===== config.mk =====
export PLATFORM = sky130hd
export DESIGN_NAME = mult_seq_arith
export DESIGN_NICKNAME = d
export VERILOG_FILES = /design/src/rtl/mult_seq_arith.sv
export SDC_FILE = /design/constraint.sdc
export NUM_CORES = 1
export LEC_CHECK = 0
export CAP_MARGIN = 20
export CORE_MARGIN = 2
export CORE_UTILIZATION = 54
export DETAILED_ROUTE_END_ITERATION = 10
export HOLD_SLACK_MARGIN = 0.15
export PLACE_DENSITY = 0.73
export SYNTH_ARGS = -nofsm -noshare
export SYNTH_HDL_FRONTEND = slang
export SYNTH_SLANG_ARGS = --single-unit

===== constraint.sdc =====
create_clock -name clk -period 12.4 [get_ports clk]
set_input_delay 2.48 -clock clk [delete_from_list [all_inputs] [get_ports clk]]
set_output_delay 2.48 -clock clk [all_outputs]
set_load 0.01 [all_outputs]

===== src/rtl/mult_seq_arith.sv =====
// rtl/mult_seq_arith.sv - digit-serial signed/unsigned multiplier, one DIGIT x DIGIT partial product per cycle
module mult_seq_arith #(
  parameter int WIDTH = 32,
  parameter int DIGIT = 16
) (
  input  logic                 clk,
  input  logic                 reset,
  input  logic                 start,
  input  logic                 signed_mode,
  input  logic [WIDTH-1:0]     a,
  input  logic [WIDTH-1:0]     b,
  output logic                 busy,
  output logic                 done,
  output logic [2*WIDTH-1:0]   product
);

  localparam int N  = WIDTH / DIGIT;
  localparam int IW = (N > 1) ? $clog2(N) : 1;
  localparam logic [IW-1:0] LAST = IW'(N - 1);

  localparam logic [1:0] S_IDLE = 2'd0;
  localparam logic [1:0] S_RUN  = 2'd1;
  localparam logic [1:0] S_SIGN = 2'd2;
  localparam logic [1:0] S_DONE = 2'd3;

  logic [1:0]           r_state;
  logic [WIDTH-1:0]     r_a_mag;
  logic [WIDTH-1:0]     r_b_mag;
  logic                 r_neg;
  logic [2*WIDTH-1:0]   r_acc;
  logic [2*WIDTH-1:0]   r_product;
  logic [IW-1:0]        r_i;
  logic [IW-1:0]        r_j;

  logic [WIDTH-1:0]     w_a_mag;
  logic [WIDTH-1:0]     w_b_mag;
  logic [WIDTH-1:0]     w_a_sh;
  logic [WIDTH-1:0]     w_b_sh;
  logic [DIGIT-1:0]     w_a_dig;
  logic [DIGIT-1:0]     w_b_dig;
  logic [2*DIGIT-1:0]   w_pp;
  logic [2*WIDTH-1:0]   w_pp_sh;

  // Negating -2^(WIDTH-1) gives back the same bit pattern, which read unsigned is the correct magnitude.
  assign w_a_mag = (signed_mode && a[WIDTH-1]) ? (~a + WIDTH'(1)) : a;
  assign w_b_mag = (signed_mode && b[WIDTH-1]) ? (~b + WIDTH'(1)) : b;

  // Step k = r_j*N + r_i; keeping i and j as separate counters avoids a divider for k div N.
  assign w_a_sh  = r_a_mag >> (DIGIT * int'(r_i));
  assign w_b_sh  = r_b_mag >> (DIGIT * int'(r_j));
  assign w_a_dig = w_a_sh[DIGIT-1:0];
  assign w_b_dig = w_b_sh[DIGIT-1:0];
  assign w_pp    = (2*DIGIT)'(w_a_dig) * (2*DIGIT)'(w_b_dig);
  assign w_pp_sh = (2*WIDTH)'(w_pp) << (DIGIT * (int'(r_i) + int'(r_j)));

  always_ff @(posedge clk or negedge reset) begin
    if (!reset) begin
      r_state   <= S_IDLE;
      r_a_mag   <= '0;
      r_b_mag   <= '0;
      r_neg     <= 1'b0;
      r_acc     <= '0;
      r_product <= '0;
      r_i       <= '0;
      r_j       <= '0;
    end else begin
      case (r_state)
        S_IDLE: begin
          if (start) begin
            r_a_mag <= w_a_mag;
            r_b_mag <= w_b_mag;
            r_neg   <= signed_mode & (a[WIDTH-1] ^ b[WIDTH-1]);
            r_acc   <= '0;
            r_i     <= '0;
            r_j     <= '0;
            r_state <= S_RUN;
          end
        end
        S_RUN: begin
          r_acc <= r_acc + w_pp_sh;
          if (r_i == LAST) begin
            r_i <= '0;
            if (r_j == LAST) begin
              r_j     <= '0;
              r_state <= S_SIGN;
            end else begin
              r_j <= r_j + IW'(1);
            end
          end else begin
            r_i <= r_i + IW'(1);
          end
        end
        S_SIGN: begin
          r_product <= r_neg ? (~r_acc + (2*WIDTH)'(1)) : r_acc;
          r_state   <= S_DONE;
        end
        S_DONE: begin
          r_state <= S_IDLE;
        end
        default: begin
          r_state <= S_IDLE;
        end
      endcase
    end
  end

  assign busy    = (r_state != S_IDLE);
  assign done    = (r_state == S_DONE);
  assign product = r_product;

endmodule


* Word level (Yosys, flattened, before mapping)
Cells that the tools add are included.
** Storage, ports and cells
- Output and inout bits :: 66
- Word-level logic and storage cells :: 54
- Register bits after elaboration :: 197
- Bits of input ports :: 68
** Cells by class
- Shifts and indexed selects :: 3
- Bitwise gates (word level) :: 5
- Eq/ne operators :: 6
- Add/subtract/negate cells :: 7
- Reductions and logical operators :: 9
- Multipliers :: 1
- Mux-type cells :: 15
** Operators with widths (number)
- $mux 64 :: 2
- $pmux 64 s2 :: 1
- $add 32x1->32 const B :: 2
- $add 64x1->64 const B :: 1
- $add 64x64->64 :: 1
- $mux 32 :: 2
- $not 32->32 :: 2
- $not 64->64 :: 1
- $shl 32x6->64 :: 1
- $shr 32x5->16 :: 2
- $mul 16x16->32 :: 1
- $pmux 2 s4 :: 1
- $mux 2 :: 3
- $ne 2x2->1 const B :: 3
- $reduce_and 3->1 :: 2
- $eq 2x2->1 const B :: 2
- $mux 1 :: 4
- $pmux 1 s2 :: 2
- $reduce_and 2->1 :: 2
- $reduce_bool 2->1 :: 2
- $add 1x1->1 const B :: 2
- $add 1x1->2 :: 1
- $eq 2x1->1 const B :: 1
- $logic_and 1x1->1 :: 2
- other kinds (3) :: 3

* Logic depth before layout (Yosys ltp)
- Depth after elaboration :: 5
- Depth in mapped cells :: 42
- Gate-level depth less buffers :: 38

* Worst setup path before layout
OpenSTA, ideal clock, no wires.
- Path kind :: reg2reg
- Start point :: register r_j
- End point :: register r_acc[47]
- Slack :: 2.365 ns
- Setup time :: 0.133 ns
- Clock period less this slack :: 10.035 ns
- Data arrival time :: 9.901 ns
- Cell stages (with the launch flop) :: 39
- Data required time :: 12.267 ns
- Path buffers :: 4
- Cells stage by stage :: dfrtp_1 clkbuf_1 buf_1 buf_1 mux2i_1 nor2_1 fa_1 inv_1 fa_1 inv_1 fa_1 fa_1 fa_1 inv_1 fa_1 inv_1 ha_1 a21o_1 [3 not listed] o21bai_1 o31a_1 a21o_1 a21oi_1 xor2_1 o21ai_0 and2_1 ha_1 clkbuf_1 nand4_1 or3_1 a2111oi_0 o21bai_1 o41ai_1 a31oi_1 o21ai_0 xnor2_1 o21ai_0
** On the way
- Word-level cells in the longest chain between the ends :: 5
- Elaborated cells between the ends (all ways) :: 6
- Those cells by class :: add/sub (2); mul (1); shift (2); mux (1)
** RTL lines
- start, declared :: line 33 : logic [IW-1:0] r_j;
- start signal, assigned :: line 87 : r_j <= r_j + IW'(1);
- $shr 32x5->16 :: line 50 : assign w_b_sh = r_b_mag >> (DIGIT * int'(r_j));
- $mul 16x16->32 :: line 53 : assign w_pp = (2*DIGIT)'(w_a_dig) * (2*DIGIT)'(w_b_dig);
- $shl 32x6->64 * :: line 54 : assign w_pp_sh = (2*WIDTH)'(w_pp) << (DIGIT * (int'(r_i) + int'(r_j)));
- $add 64x64->64 * :: line 80 : r_acc <= r_acc + w_pp_sh;
- $pmux 64 s2 * :: line 67 : case (r_state)
- end signal, assigned :: line 80
- end, declared :: line 30 : logic [2*WIDTH-1:0] r_acc;
Every way passes the cells marked *; elsewhere a longest branch is shown, timed or not.
A chain may end at the register's enable or synchronous reset.

* Final worst setup path
Same ends and word-level chain as after synthesis.

==> results.py <==
metrics = {
    "worst_setup_path": {
        "slowest_delay_ns": 0.97,
        "critPathMaxFanout": 18,
        "cp_data_required_time_ns": 12.77,
        "end_kind": "flop",
        "critical_path_arrival_ns": 11.73,
        "reg2reg_setup_slack_ns": 1.04,
        "cpMaxStageDelayCell": "mux2i_1",
        "critical_path_class": "flop to flop",
        "critPathLaunchType": "flop",
        "critPathMostFrequentCell": "fa_1",
    },
    "clocking": {
        "clk-insertion-delay-late_ns": 0.51,
        "path_clk_slew_ns": 0.08,
        "clockRootBuffer": "clkbuf_16",
        "cts_tree": "yes",
        "cts-buffers-inserted": 17,
        "hold_buffers": 0,
        "cts_resized": 0,
        "h-tree-depth": 4,
        "post-cts-setup-buffers": 0,
        "clock_path_buffers": 2,
        "clock_sinks": 197,
    },
    "min_path": {
        "worstHoldPathType": "flop to flop",
    },
    "layout": {
        "final_cell_mix": "372 x nand2_1, 286 x nor2_1, 264 x inv_1",
        "area_delta_synth_final_pct": 10.8,
        "finalNetCount": 3214,
        "antenna_cells": 0,
        "final_common_cell": "nand2_1",
        "final.fill_count": 3677,
        "final_design_area_no_fill_mm2": 0.0249,
        "drive_above_1_share_pct": 4.05,
        "regArea_mm2": 0.00493,
        "multi_input_area_mm2": 0.0162,
    },
    "timing": {
        "slew_violations": 0,
        "holdWs_ns": 0.495,
        "rsz0062_at_grt": "false",
        "max_freq_ghz": 0.0880,
        "final_hold_viol_count": 0,
        "finClkSkew_ns": 0.0223,
        "setup_slack_ns": 1.04,
        "period_needed_ns": 11.36,
        "period_share_pct": 91.6,
        "finalSetupTns_ns": 0,
        "setup_viol": 0,
        "slew-limit-headroom_pct": 21.6,
        "tightest_slew_ns": 1.14,
    },
    "route": {
        "postRouteWirelength_um": 67700,
        "drt_iter0_markers": 1505,
        "wire_per_inst_um": 20.4,
        "drtPass1Iterations": 6,
        "drtAntennaViolNets": 0,
        "route.vias.total": 19400,
        "post_drt_via_cell_ratio": 5.85,
        "drc": 0,
    },
    "floorplan": {
        "fp.dieH_um": 208,
        "die_w_um": 208,
        "fp.dieArea_mm2": 0.0433,
        "rows": 74,
        "core-area_mm2": 0.0409,
        "ios": 134,
        "start_util_pct": 54.9,
    },
    "place": {
        "place_ws_ns": 1.30,
        "place_area_mm2": 0.0243,
        "numPortBuffers": 133,
        "hpwl_um": 54900,
        "place.gp.congestion": 0.996,
    },
    "logic_synthesis": {
        "ys_dominant_reg_cell": "dfrtp_1",
        "synth_warnings": 0,
        "ys_types": 58,
        "ys_ff_latch": 197,
        "synth_edf_count": 0,
        "synth_seq_area_share_pct": 21.9,
        "syn-num-nets": 3146,
        "synth_top_area_share_pct": 21.9,
        "syn_area_per_cell_um2": 8.31,
        "ys_async_sr_fraction_pct": 100,
        "yosys.area.top_type": "dfrtp_1",
        "synth.area.top_cells": "dfrtp_1 22%, fa_1 17%, ha_1 9.8%, nand2_1 6.2%, xor2_1 4.8%",
        "synth_area_mm2": 0.0225,
        "syn_inst": 2707,
    },
    "global_route": {
        "overflow": 0,
        "track_usage_pct": 31.8,
        "first_global_vias": 19800,
        "grt_pass1_wl_um": 108000,
        "antenna_found_initial": 0,
        "grt_max_degree": 124,
    },
    "outcome": {
        "run_status": "complete, no violations",
    },
    "run": {
        "cap_violations": 0,
    },
}
==> final timing paths <==
check / end / start / depth (start not counted)
max: r_acc[47] / r_j / 34
min: r_b_mag[4] / r_b_mag[4] / 2
max reg2reg: r_acc[47] / r_j / 34
min reg2reg: r_b_mag[4] / r_b_mag[4] / 2
max in group asynchronous: r_a_mag[12] / reset / 3
min in group asynchronous: product[23] / reset / 1
==> final cells by class <==
cell class | instances | share of cell area (%)
multi-input cells | 2141 | 65.0
clock buffers | 18 | 1.76
clock inverters | 14 | 0.718
well taps | 532 | 2.67
inverters | 264 | 3.98
repair buffers | 154 | 6.07
flip-flops and latches | 197 | 19.8
==> cells by family after synthesis <==
kind of cell	after synthesis	synth area share (%)
mux	75	3.54
buf+inv	369	6.16
compound gates	606	16.1
fa+ha+maj	371	27.2
flops	197	21.9
simple gates	884	17.2
xor+xnor	205	7.98
==> metal layers <==
metal,wire length [um],track usage (%)
met1,28100,39.8
met2,33000,54.7
met3,3320,4.39
met4,3180,14.9
met5,0,0
==> synthesized netlist by cell type, drive strengths merged, types with 25 or more instances <==
master	n
clkbuf	96
ha	176
xor2	124
a21o	59
nor2	286
and2	31
nand3	33
mux2i	39
dfrtp	197
nor3	29
o21ai	211
xnor2	81
inv	264
mux2	36
nand2	373
o31ai	25
fa	195
a21oi	183
==> state kept, by name, summed over array words and instances, names as in the netlist <==
register	cells
product	64
r_acc	64
r_a_mag	32
r_b_mag	32
r_state	2
r_i	1
r_j	1
r_neg	1
==> critical path, delay by kind of cell (launching register included) <==
kind	cells	cell delay, ns
simple gates	4	0.96
mux	1	0.97
compound gates	15	3.93
fa+ha+maj	8	3.92
buf+inv	4	0.19
xor+xnor	2	0.34
flops	1	0.89
==> per-stage QoR <==
step / std cells / util, %
finish: 3320 / 60.9
global route: 3320 / 60.9
floorplan: 2707 / -
CTS: 3319 / 60.8
detailed placement: 3287 / 59.3
global placement: 3287 / 59.3
Power is not shown: default switching activity piles up to over one toggle a cycle in this logic, so the estimate is an artifact.
